--- src/rtl/plru_set_array_pkg.sv ---
// Shared types and width-generic tree helpers for the multi-set pseudo-LRU unit.
// Trees up to 2**MAX_WAY_W ways are handled; callers cast results down to their own width.
package plru_pkg;

  localparam int MAX_WAY_W = 8;
  localparam int MAX_NODES = (1 << MAX_WAY_W) - 1;

  typedef enum logic {
    IDLE  = 1'b0,
    SWEEP = 1'b1
  } flush_state_e;

  typedef logic [MAX_NODES-1:0] plru_tree_t;
  typedef logic [MAX_WAY_W-1:0] plru_way_t;

  function automatic int plru_set_w(input int sets);
    return (sets > 1) ? $clog2(sets) : 1;
  endfunction

  // Follow the LRU pointers from the root; the way index is accumulated MSB first.
  function automatic plru_way_t plru_victim(input plru_tree_t tree, input int ways);
    plru_way_t             victim;
    logic [MAX_WAY_W-1:0]  n;
    logic                  b;
    int                    way_w;
    way_w  = $clog2(ways);
    victim = '0;
    n      = '0;
    for (int lvl = 0; lvl < MAX_WAY_W; lvl++) begin
      if (lvl < way_w) begin
        b      = ~tree[n];
        victim = {victim[MAX_WAY_W-2:0], b};
        n      = (n << 1) + MAX_WAY_W'(1) + MAX_WAY_W'(b);
      end
    end
    return victim;
  endfunction

  // Point every node on the touched way's path away from it; off-path nodes keep their value.
  function automatic plru_tree_t plru_update(input plru_tree_t tree, input plru_way_t way,
                                             input int ways);
    plru_tree_t            t;
    plru_way_t             w;
    logic [MAX_WAY_W-1:0]  n;
    logic                  b;
    int                    way_w;
    way_w = $clog2(ways);
    t     = tree;
    w     = way << (MAX_WAY_W - way_w);
    n     = '0;
    for (int lvl = 0; lvl < MAX_WAY_W; lvl++) begin
      if (lvl < way_w) begin
        b    = w[MAX_WAY_W-1];
        t[n] = b;
        w    = w << 1;
        n    = (n << 1) + MAX_WAY_W'(1) + MAX_WAY_W'(b);
      end
    end
    return t;
  endfunction

endpackage

--- src/rtl/plru_set_array_if.sv ---
// Lookup / touch / flush bus between the cache controller (master) and the PLRU array (slave).
interface plru_set_array_if
  import plru_pkg::*;
#(
  parameter int WAYS = 8,
  parameter int SETS = 32
) ();

  localparam int WAY_W = $clog2(WAYS);
  localparam int SET_W = plru_set_w(SETS);

  logic [SET_W-1:0] lkp_set;
  logic [WAYS-1:0]  valid_mask;
  logic [WAY_W-1:0] victim_way;
  logic             touch;
  logic [SET_W-1:0] touch_set;
  logic [WAY_W-1:0] touch_way;
  logic             flush;
  logic             busy;

  modport master (
    output lkp_set, valid_mask, touch, touch_set, touch_way, flush,
    input  victim_way, busy
  );

  modport slave (
    input  lkp_set, valid_mask, touch, touch_set, touch_way, flush,
    output victim_way, busy
  );

endinterface

--- src/rtl/plru_set_array_tree_logic.sv ---
// Combinational PLRU tree step: victim of the incoming tree and the tree after touching i_way.
module plru_tree_logic
  import plru_pkg::*;
#(
  parameter int WAYS = 8
) (
  input  logic [WAYS-2:0]         i_tree,
  input  logic [$clog2(WAYS)-1:0] i_way,
  output logic [WAYS-2:0]         o_tree,
  output logic [$clog2(WAYS)-1:0] o_victim
);

  localparam int WAY_W = $clog2(WAYS);
  localparam int NODES = WAYS - 1;

  plru_tree_t w_tree_ext;
  plru_way_t  w_way_ext;

  assign w_tree_ext = MAX_NODES'(i_tree);
  assign w_way_ext  = MAX_WAY_W'(i_way);

  assign o_tree   = NODES'(plru_update(w_tree_ext, w_way_ext, WAYS));
  assign o_victim = WAY_W'(plru_victim(w_tree_ext, WAYS));

endmodule

--- src/rtl/plru_set_array.sv ---
// Multi-set tree pseudo-LRU replacement unit with internal touch update and flush sweep.
// Optional macro PLRU_INVALID_FIRST_EN: victim prefers the lowest invalid way from valid_mask.
module plru_set_array
  import plru_pkg::*;
#(
  parameter int WAYS = 8,
  parameter int SETS = 32
) (
  input logic             clk,
  input logic             rst,
  plru_set_array_if.slave bus
);

  localparam int WAY_W = $clog2(WAYS);
  localparam int SET_W = plru_set_w(SETS);
  localparam int NODES = WAYS - 1;

  logic [NODES-1:0] r_tree_mem [SETS];
  flush_state_e     r_state;
  logic [SET_W-1:0] r_cnt;
  logic             r_busy;

  logic [NODES-1:0] w_lkp_tree;
  logic [NODES-1:0] w_touch_tree_old;
  logic [NODES-1:0] w_touch_tree_new;
  logic [WAY_W-1:0] w_tree_victim;
  logic [WAY_W-1:0] w_victim;
  logic [NODES-1:0] w_lkp_unused_tree;
  logic [WAY_W-1:0] w_touch_unused_victim;

  // Lookup reads the stored tree directly, so a same-cycle touch is not forwarded.
  assign w_lkp_tree       = r_tree_mem[bus.lkp_set];
  assign w_touch_tree_old = r_tree_mem[bus.touch_set];

  plru_tree_logic #(.WAYS(WAYS)) u_lkp_logic (
    .i_tree   (w_lkp_tree),
    .i_way    (bus.touch_way),
    .o_tree   (w_lkp_unused_tree),
    .o_victim (w_tree_victim)
  );

  plru_tree_logic #(.WAYS(WAYS)) u_touch_logic (
    .i_tree   (w_touch_tree_old),
    .i_way    (bus.touch_way),
    .o_tree   (w_touch_tree_new),
    .o_victim (w_touch_unused_victim)
  );

`ifdef PLRU_INVALID_FIRST_EN
  logic [WAYS:0]    w_all_valid_below;
  logic [WAYS-1:0]  w_first_hot;
  logic [WAY_W-1:0] w_first_inv;

  assign w_all_valid_below[0] = 1'b1;

  for (genvar gi = 0; gi < WAYS; gi++) begin : g_inv
    assign w_all_valid_below[gi+1] = w_all_valid_below[gi] & bus.valid_mask[gi];
    assign w_first_hot[gi]         = w_all_valid_below[gi] & ~bus.valid_mask[gi];
  end

  always_comb begin
    w_first_inv = '0;
    for (int i = 0; i < WAYS; i++) begin
      if (w_first_hot[i]) begin
        w_first_inv = w_first_inv | WAY_W'(i);
      end
    end
  end

  assign w_victim = w_all_valid_below[WAYS] ? w_tree_victim : w_first_inv;
`else
  logic w_valid_mask_unused;

  assign w_valid_mask_unused = ^bus.valid_mask;
  assign w_victim            = w_tree_victim;
`endif

  assign bus.victim_way = w_victim;
  assign bus.busy       = r_busy;

  // Flush sweep FSM and the single tree write port share one block; the sweep owns the port.
  always_ff @(posedge clk) begin
    if (rst) begin
      r_state <= IDLE;
      r_cnt   <= '0;
      r_busy  <= 1'b0;
      for (int s = 0; s < SETS; s++) begin
        r_tree_mem[s] <= '1;
      end
    end else begin
      case (r_state)
        IDLE: begin
          if (bus.flush) begin
            r_state <= SWEEP;
            r_cnt   <= '0;
            r_busy  <= 1'b1;
          end else if (bus.touch) begin
            r_tree_mem[bus.touch_set] <= w_touch_tree_new;
          end
        end
        SWEEP: begin
          r_tree_mem[r_cnt] <= '1;
          r_cnt             <= r_cnt + SET_W'(1);
          if (r_cnt == SET_W'(SETS - 1)) begin
            r_state <= IDLE;
            r_busy  <= 1'b0;
          end
        end
        default: begin
          r_state <= IDLE;
          r_busy  <= 1'b0;
        end
      endcase
    end
  end

endmodule

--- src/flat_wrapper.sv ---
// flat-port wrapper written by rule: the top's interface ports become plain ports
module plru_set_array_flat import plru_pkg::*;
#(
  parameter int WAYS = 8,
  parameter int SETS = 32
)
  (clk, rst, bus_lkp_set, bus_valid_mask, bus_touch, bus_touch_set, bus_touch_way, bus_flush, bus_victim_way, bus_busy);
  plru_set_array_if #(.WAYS(WAYS), .SETS(SETS)) bus_i ();
  input logic clk;
  input logic rst;
  input wire logic [$bits(bus_i.lkp_set)-1:0] bus_lkp_set;
  input wire logic [$bits(bus_i.valid_mask)-1:0] bus_valid_mask;
  input wire logic [$bits(bus_i.touch)-1:0] bus_touch;
  input wire logic [$bits(bus_i.touch_set)-1:0] bus_touch_set;
  input wire logic [$bits(bus_i.touch_way)-1:0] bus_touch_way;
  input wire logic [$bits(bus_i.flush)-1:0] bus_flush;
  output wire logic [$bits(bus_i.victim_way)-1:0] bus_victim_way;
  output wire logic [$bits(bus_i.busy)-1:0] bus_busy;
  assign bus_i.lkp_set = bus_lkp_set;
  assign bus_i.valid_mask = bus_valid_mask;
  assign bus_i.touch = bus_touch;
  assign bus_i.touch_set = bus_touch_set;
  assign bus_i.touch_way = bus_touch_way;
  assign bus_i.flush = bus_flush;
  assign bus_victim_way = bus_i.victim_way;
  assign bus_busy = bus_i.busy;
  plru_set_array #(.WAYS(WAYS), .SETS(SETS)) u_core (.clk(clk), .rst(rst), .bus(bus_i));
endmodule
--- config.mk ---
export PLATFORM = sky130hd
export DESIGN_NAME = plru_set_array_flat
export DESIGN_NICKNAME = d
export VERILOG_FILES = /design/src/rtl/plru_set_array_pkg.sv /design/src/rtl/plru_set_array_if.sv /design/src/rtl/plru_set_array_tree_logic.sv /design/src/rtl/plru_set_array.sv /design/src/flat_wrapper.sv
export SDC_FILE = /design/constraint.sdc
export NUM_CORES = 1
export LEC_CHECK = 0
export BUFFER_PORTS_ARGS = -buffer_cell sky130_fd_sc_hd__buf_4
export CORE_ASPECT_RATIO = 2
export CORE_UTILIZATION = 35
export DETAILED_ROUTE_END_ITERATION = 10
export REMOVE_ABC_BUFFERS = 1
export SKIP_LAST_GASP = 1
export SLEW_MARGIN = 20
export SYNTH_ARGS = -nofsm -noshare
export SYNTH_HDL_FRONTEND = slang
export SYNTH_SLANG_ARGS = --single-unit
--- constraint.sdc ---
create_clock -name clk -period 3.7 [get_ports clk]
set_clock_uncertainty 0.1 [all_clocks]
set_input_delay 0.74 -clock clk [delete_from_list [all_inputs] [get_ports clk]]
set_output_delay 0.74 -clock clk [all_outputs]
set_load 0.03 [all_outputs]
=== Word level (Yosys, flattened, before mapping) ===
Memories as Yosys holds them, arrays and structs flattened.
Cells that the tools add are included.

* Output and inout bits: 4
* Word-level logic and storage cells: 63
* Input bits: 25
* Memory bits (writable): 224
* Bits in registers: 7
* Memories kept: 1

{| class="wikitable"
|+ Memory list
! memory !! words !! width !! rd ports !! clocked after Yosys merged registers in !! wr ports !! line !! RTL
|-
| u_core.r_tree_mem || 32 || 7 || 2 || 0 || 32 || plru_set_array.sv:18 || <nowiki>logic [NODES-1:0] r_tree_mem [SETS];</nowiki>
|}

* $lt $le $gt $ge: 6
* Add/sub/neg operators: 7
* Equal/unequal tests: 3
* Muxes and demuxes: 34
* Bitwise logic cells: 4
* Reductions and logical operators: 5

{| class="wikitable"
|+ Operator list
! operator !! number
|-
| $bwmux W255 || 2
|-
| $mux W1 || 20
|-
| $lt A2 B9 Y1 const B || 2
|-
| $bmux W1 S8 || 2
|-
| $demux W1 S8 || 2
|-
| $mux W5 || 3
|-
| $mux W7 || 2
|-
| $reduce_or A7 Y1 || 2
|-
| $pmux W5 S2 || 1
|-
| $lt A5 B9 Y1 const B || 1
|-
| $lt A8 B9 Y1 const B || 1
|-
| $add A3 B1 Y4 const B || 2
|-
| $add A8 B1 Y8 || 1
|-
| $add A4 B1 Y5 || 1
|-
| $add A5 B1 Y5 const B || 1
|-
| $eq A5 B5 Y1 const B || 1
|-
| $ge A5 B1 Y1 const B || 1
|-
| $add A1 B1 Y2 const A || 2
|-
| $ne A2 B2 Y1 const B || 2
|-
| $not A1 Y1 || 4
|-
| $pmux W1 S2 || 2
|-
| $ge A2 B1 Y1 const B || 1
|-
| $logic_and A1 B1 Y1 || 2
|-
| $reduce_and A2 Y1 || 1
|}

=== Logic depth before layout (Yosys ltp) ===
Gate-level depths: netlist (run 1).

* Depth in word-level cells: 10
* Mapped depth: 11

=== Modules after synthesis ===
Synthesis (run 1) repeated with hierarchy kept, for this count alone.

* Cell total of the unflattened synthesis: 832
* Area, all modules: 13,008.7 µm²

{| class="wikitable"
|+ Modules (own cells, without submodules)
! module !! times used !! cells each !! sequential area each (µm²) !! area each (µm²)
|-
| plru_set_array || 1 || 796 || 6,866.6 || 12,718.4
|-
| plru_tree_logic || 2 || 18 || 0.0 || 145.1
|}

=== Least setup slack after synthesis (run 1) ===
OpenSTA, ideal clock, no wires.

* Path kind: input-to-output
* Start: in bus_lkp_set[0]
* End: out bus_victim_way[1]
* Setup slack: -0.601 ns
* Arrival time: 3.461 ns
* Path buffers: 2
* Data required time: 2.860 ns
* Cell stages on the path: 6
* Path through: buf_2 buf_2 mux4_2 mux4_2 mux2i_1 mux2i_1

* Cells in the longest elaborated chain, start to end: 6

{| class="wikitable"
|+ RTL lines
! element !! line !! RTL
|-
| start, declared || flat_wrapper.sv:11 || <nowiki>input wire logic [$bits(bus_i.lkp_set)-1:0] bus_lkp_set;</nowiki>
|-
| $mem_v2 Z32 W7 || -- ||
|-
| $not A1 Y1 || plru_set_array_pkg.sv:31 || <nowiki>b = ~tree[n];</nowiki>
|-
| net bus_victim_way[2] || flat_wrapper.sv:17 || <nowiki>output wire logic [$bits(bus_i.victim_way)-1:0] bus_victim_way;</nowiki>
|-
| $add A1 B1 Y2 || plru_set_array_pkg.sv:33 || <nowiki>n = (n << 1) + MAX_WAY_W'(1) + MAX_WAY_W'(b);</nowiki>
|-
| $bmux W1 S8 || plru_set_array_pkg.sv:31 ||
|-
| $mux W1 (not written as such) || plru_set_array_pkg.sv:31 ||
|-
| $not A1 Y1 || plru_set_array_pkg.sv:31 ||
|-
| end, declared || flat_wrapper.sv:17 ||
|}

The timed path passes the listed nets, and every way through them passes these cells. The select of a mux whose other input is x is not followed.

=== Final worst setup path (run 1) ===
* Start: in bus_lkp_set[0]
* End: out bus_victim_way[1]

* Cells in the longest elaborated chain, start to end: 6

{| class="wikitable"
|+ RTL lines
! element !! line
|-
| $mem_v2 Z32 W7 (*) || --
|-
| $not A1 Y1 || plru_set_array_pkg.sv:31
|-
| $add A1 B1 Y2 || plru_set_array_pkg.sv:33
|-
| $bmux W1 S8 (*) || plru_set_array_pkg.sv:31
|-
| $mux W1 (not written as such) (*) || plru_set_array_pkg.sv:31
|-
| $not A1 Y1 (*) || plru_set_array_pkg.sv:31
|}

Mark *: on every way between the ends. The rest lies on a longest branch, timed or not. The select of a mux whose other input is x is not followed.

==> results.json, run 1 <==
{
  "status": "finished, final reports clean",
  "core-area_sq_um": 34400,
  "diodes": 0,
  "dr_wl_met3_um": 1650,
  "timing.critical_path.slowest_cell_delay_ns": 0.54,
  "max_freq_mhz": 274,
  "required_ns": 2.86,
  "arrival_ns": 2.81,
  "numCtsBuffers": 21,
  "setup_viol": 0,
  "drtIter0Drc": 762,
  "synth_edf_count": 224,
  "synthArstFlopShare_pct": 0,
  "synth-warning-count": 0,
  "drive_gt1_share_pct": 25.7,
  "met2_length_um": 21200,
  "tightest_slew_ns": 0.762,
  "end_kind": "output pin",
  "cts_tree": "yes",
  "first_pass_iters": 5,
  "slew_headroom_pct": 47.7,
  "finalCriticalPeriod_ns": 3.65,
  "syn_to_final_growth_pct": 14.8,
  "post-synth-top-area-cell": "edfxtp_1",
  "crit_family": "multiplexers",
  "clk_path_buf_depth": 3,
  "synth_top_area_share_pct": 55.0,
  "crit_chain": "buf_8 > buf_4 > mux4_2 > mux4_2 > mux2i_1 > buf_4 > mux2i_2 > buf_4",
  "wl_per_cell_um": 27.3,
  "root_buffer": "clkbuf_16",
  "dr_total_vias": 8030,
  "clock_latency_ns": 0.51,
  "gr-usage-all-layers_pct": 22.0,
  "post-route-period-util_pct": 98.6,
  "p_total_mw": 5.69,
  "tns_ns": 0,
  "drc_errors": 0,
  "power_leakage_nw": 3.69,
  "portBuffers": 20,
  "syn_area_sq_um": 12200,
  "dieArea_sq_um": 35800,
  "peakVddDrop_v": 0.000237,
  "critPathLaunchType": "input pin",
  "n_fill_cell": 3208,
  "yosysUniqueCellTypes": 44,
  "top_layer": "met4",
  "wl_met1_um": 12000,
  "yosys-top-cells-area": "edfxtp_1 (55%), mux4_2 (20%), nand2_1 (7.3%), mux2i_1 (1.9%), nor2_1 (1.7%)",
  "slowest_stage": "mux4_2",
  "grt_max_degree": 44,
  "overflow": 0,
  "cts.sinks": 231,
  "place_congestion": 0.960,
  "post-dp-hpwl_um": 29000,
  "cpMostUsedCell": "buf_4",
  "multiInputGateArea_sq_um": 4960,
  "synthTopCellsByCount": "nand2_1 (237), edfxtp_1 (224), mux4_2 (110)",
  "viasPerCell": 5.73,
  "slew_viol_final": 0,
  "avgSynthCellArea_sq_um": 13.6,
  "pwr_density_cell_nw_per_um2": 405,
  "finalHoldViolations": 0,
  "seq_area_sq_um": 6870,
  "grt_pass1_wl_um": 55900,
  "ant_nets": 0,
  "max_cap_violations": 0,
  "crit_buf_inv": 4,
  "ys_seq_elements": 231,
  "ys_seq_area_share_pct": 56.1,
  "die_height_um": 266,
  "start_util_pct": 35.6,
  "die_w_um": 134,
  "yosysMostFrequentCell": "nand2_1",
  "pin_count": 29,
  "path_max_fanout": 8,
  "rows": 96,
  "ys.flop_type": "edfxtp_1",
  "antenna_found_initial": 0,
  "routed_wl_um": 38300,
  "clk_pin_slew_ns": 0.07,
  "hold_class": "flip-flop to flip-flop",
  "synth_cells": 902,
  "grt_pass1_vias": 8362,
  "crit_type": "input pin to output pin",
  "cts-htree-levels": 1,
  "fin_nets": 973
}
## layer usage
metal	GRT usage, %	vias up
met1	21.8	4076
met4	17.1	0
met2	41.4	322
li1	-	3520
met3	2.07	112
met5	0	-
## sequential cells by signal (all words and copies together), names as in the netlist
signal and cells:
u_core.r_state 1, u_core.r_tree_mem 224, u_core.r_cnt 5, u_core.bus.busy 1
## placed cells by master, fill, tap and decap left out, drive strengths merged, types with 5 or more instances in the layout
cell	netlist	routed
a21oi	16	16
nand2b	9	9
a21o	25	25
mux2	5	5
mux2i	23	23
clkbuf	27	28
buf	45	92
o21bai	9	9
o211ai	8	8
nor2b	6	6
dfxtp	7	7
nor2	54	54
mux4	110	110
nand3	34	34
nand2	237	237
nor3b	5	5
o21ai	7	7
inv	5	7
edfxtp	224	224
a31oi	12	12
a22oi	6	6
## worst register-to-register path: cells and delay by family, from the launching register on
family	cells	cell delay [ns]
DFF	1	0.62
muxes	1	0.41
and+or+nand+nor	5	1.84
## cell families after synthesis
kind of cell,Yosys count,share of synthesized area [%]
flops,231,56.1
simple gates,363,12.3
mux,138,22.6
fa+ha+maj,2,0.204
compound gates,90,5.29
buf+inv,78,3.46
## report_power, final
| part | total (mW) | internal, mW | switching, mW | leakage, nW |
|---|---|---|---|---|
| registers | 2.87 | 2.86 | 0.00749 | 1.59 |
| logic | 0.547 | 0.198 | 0.349 | 1.77 |
| clock network | 2.27 | 1.27 | 1.00 | 0.331 |
## area by class of cell
type / count / share of cell area [%]
clock buffer: 27 / 3.90
clock inverter: 10 / 1.02
inverter: 6 / 0.160
multi-input combinational: 593 / 35.3
sequential: 231 / 48.9
tap: 441 / 3.93
timing repair buffer: 93 / 6.77
## timing repair
action	CTS	global route
pin swaps	0	2
endpoints found under the setup margin	2	2
hold buffers	0	0
setup buffers	0	3
gates cloned	0	1
resized for setup	3	5
## per-stage QoR
step | util (%) | instance area, sq um | setup WS [ns] | hold WS [ns] | instances
finish | 40.9 | 14000 | 0.0506 | 0.425 | 1401
global route | 40.9 | 14000 | -0.00114 | 0.477 | 1401
CTS | 40.7 | 14000 | 0.0269 | 0.436 | 1397
detailed placement | 38.6 | 13300 | -0.0333 | 0.414 | 1360
global placement | 38.6 | 13300 | -0.113 | 0.384 | 1360
floorplan | - | 11800 | -0.142 | 0.380 | 830
## final timing paths
path / start / endpoint / slack [ns] / depth (start not counted)
max reg2reg: u_core.r_state / u_core.r_tree_mem[25][1] / 0.48 / 6
min: u_core.bus.busy / u_core.bus.busy / 0.42 / 2
max: bus_lkp_set[0] / bus_victim_way[1] / 0.05 / 8
min reg2reg: u_core.bus.busy / u_core.bus.busy / 0.42 / 2
Power figures use the tool's default switching activity.
==> run 2, diff against run 1 <==
ABC_AREA = 1   (was default)
CORE_UTILIZATION = 60   (was 35)
PLACE_DENSITY = 0.77   (was default)
SLEW_MARGIN = default   (was 20)
==> results.json, run 2 <==
{
  "p_switching_mw": 1.66,
  "crit_type": "input pin to output pin",
  "post-route-period-util_pct": 93.8,
  "slew_viol_final": 0,
  "clk_path_buf_depth": 3,
  "postCtsSetupBuffers": 0,
  "slowest_stage": "buf_12",
  "timing.critical_path.slowest_cell_delay_ns": 0.35,
  "slew_headroom_pct": 21.7,
  "gr-usage-all-layers_pct": 38.0,
  "overflow": 0,
  "pwr-share-clk_pct": 34.5,
  "fin_nets": 1612,
  "cts.sinks": 231,
  "seqPwrFrac_pct": 48.9,
  "status": "finished, final reports clean",
  "cts_tree": "yes",
  "drive_gt1_share_pct": 13.5,
  "syn_to_final_growth_pct": 9.78,
  "routed_wl_um": 42600,
  "yosysUniqueCellTypes": 30,
  "place_inst": 1839,
  "synth_edf_count": 224,
  "root_buffer": "clkbuf_16",
  "portBuffers": 20,
  "grt_pass1_wl_um": 63900,
  "end_kind": "output pin",
  "avgSynthCellArea_sq_um": 8.40,
  "cts-htree-levels": 1,
  "synth-warning-count": 0,
  "place_congestion": 0.960,
  "die_w_um": 108,
  "dieArea_sq_um": 23000,
  "max_cap_violations": 0,
  "first_pass_iters": 5,
  "synth_cells": 1595,
  "viasPerCell": 6.62,
  "clock_latency_ns": 0.52,
  "arrival_ns": 2.63,
  "p_int_mw": 4.24,
  "numCtsBuffers": 20,
  "crit_buf_inv": 5,
  "post_cts_resized": 0,
  "antenna_found_initial": 0,
  "crit_chain": "buf_4 > buf_12 > buf_4 > nand2_1 > nand3_1 > nand3_1 > nand3_1 > nand2_1 > nand2_1 > nand2_1 > nand2_1 > nand3_1 > nand2_1 > inv_1 > buf_4",
  "p_total_mw": 5.90,
  "cpMostUsedCell": "nand2_1",
  "yosysMostFrequentCell": "nand2_1",
  "core-area_sq_um": 22000,
  "power_leakage_nw": 5.29,
  "p_sw_share_pct": 28.1,
  "post-dp-hpwl_um": 28400,
  "required_ns": 2.86,
  "diodes": 0,
  "start_util_pct": 61.0,
  "largest_reg_flops": 224,
  "yosys-top-cells-area": "edfxtp_1 (50%), nand3_1 (15%), nand2_1 (12%), o21ai_0 (4.1%), nor2_1 (3.0%)",
  "tightest_slew_ns": 1.17,
  "crit_family": "buffers and inverters",
  "pin_count": 29,
  "reg_top3": "u_core.r_tree_mem: 224 flops, u_core.r_cnt: 5 flops",
  "final_cell_mix": "nand2_1 (438), nand3_1 (396), edfxtp_1 (224)",
  "critPathLaunchType": "input pin",
  "drtIter0Drc": 1427,
  "dr_total_vias": 12397,
  "ys_seq_area_share_pct": 51.3,
  "largest_register": "u_core.r_tree_mem",
  "rsz0062_at_grt": "no",
  "final_common_cell": "nand2_1",
  "pwr-share-comb_pct": 16.6,
  "drc_errors": 0,
  "cts_hold_buf": 0,
  "grt_pass1_vias": 12158,
  "synthTopCellsByCount": "nand2_1 (438), nand3_1 (396), edfxtp_1 (224)",
  "ys_seq_elements": 231,
  "clk_pin_slew_ns": 0.06,
  "fin_cells": 1873,
  "finalCriticalPeriod_ns": 3.47,
  "max_freq_mhz": 288,
  "rows": 77,
  "path_max_fanout": 90,
  "hold_class": "input pin to flip-flop",
  "pwr_density_cell_nw_per_um2": 401,
  "finalHoldViolations": 0,
  "peakVddDrop_v": 0.000287,
  "synthArstFlopShare_pct": 0,
  "setup_viol": 0,
  "ant_nets": 0,
  "grt_max_degree": 91,
  "post-synth-top-area-cell": "edfxtp_1",
  "wl_per_cell_um": 22.7,
  "ys.flop_type": "edfxtp_1",
  "syn_area_sq_um": 13400,
  "die_height_um": 213,
  "synth_top_area_share_pct": 50.2
}
[run 2: changes by cell type in the layout (fill, tap and decap cells not counted), sizes merged, moves of 9 or more]
cell    delta
nand3    +368
o21bai     -9
inv       +34
nand2b     -9
o21ai    +130
a31oi     -11
mux2i     -23
nor2      +98
mux4     -110
a21oi     -11
o22ai     +46
a21o      -25
nand2    +203
[run 2: worst paths after layout]
check             startpoint  depth (start not counted)                        to  slack [ns]
max reg2reg   u_core.r_state                         10  u_core.r_tree_mem[22][3]        0.99
min reg2reg  u_core.bus.busy                          2           u_core.bus.busy        0.36
min                      rst                          2           u_core.r_cnt[0]        0.30
max           bus_lkp_set[0]                         15         bus_victim_way[0]        0.23
[run 2: power groups by stage]
| stage | combinational [mW] | clock, mW | sequential, mW |
|---|---|---|---|
| after floorplan | 0.503 | 0 | 2.95 |
| after global placement | 0.931 | 0 | 2.94 |
| after detailed placement | 0.947 | 0 | 2.94 |
| after CTS | 0.950 | 2.02 | 2.89 |
| after global routing | 1.04 | 2.11 | 2.89 |
| final | 0.982 | 2.03 | 2.89 |
[run 2: stage by stage]
stage / setup WS, ns / util [%] / setup TNS, ns / cell area, sq um / hold slack [ns]
final: 0.228 / 67.0 / 0 / 14700 / 0.303
after global routing: 0.121 / 67.0 / 0 / 14700 / 0.312
after floorplan: -0.518 / - / -1.06 / 12800 / 0.344
after global placement: 0.390 / 64.2 / 0 / 14100 / 0.339
after CTS: 0.353 / 67.0 / 0 / 14700 / 0.309
after detailed placement: 0.355 / 64.2 / 0 / 14100 / 0.349
[run 2: cell families after synthesis]
kind of cell             Yosys count  synth area share [%]
AO/OA/AOI/OAI                    193                  7.97
buffers and inverters            174                  5.70
adder cells (fa/ha/maj)            2                 0.187
flip-flops                       231                  51.3
AND/OR/NAND/NOR                  995                  34.9
[run 2: worst register-to-register path: stages, from the launching register on]
cell and delay [ns]:
dfxtp_1 0.41, inv_2 0.08, nor2_4 0.31, inv_4 0.17, nand2_1 0.09, o21ai_1 0.08, nand2_1 0.13, nor2_2 0.05
inv_2 0.59, o21ai_0 0.23, buf_4 0.22
[run 2: metal layers]
| metal | part of all wire, % | wire, um | vias up | global-route usage, % |
|---|---|---|---|---|
| met5 | 0 | 0 | - | 0 |
| met4 | 8.9 | 3810 | 0 | 33.5 |
| met3 | 9.6 | 4110 | 263 | 6.62 |
| met2 | 50 | 21400 | 855 | 64.5 |
| met1 | 31 | 13300 | 5766 | 40.1 |
| li1 | - | - | 5513 | - |
[run 2: cell type report]
type | instances | area (sq um)
Sequential cell | 231 | 6870
Fill cell | 1775 | 7260
Multi-Input combinational cell | 1190 | 5790
Inverter | 43 | 183
Clock buffer | 25 | 541
Clock inverter | 9 | 71.3
Timing Repair Buffer | 99 | 906
Tap cell | 276 | 345
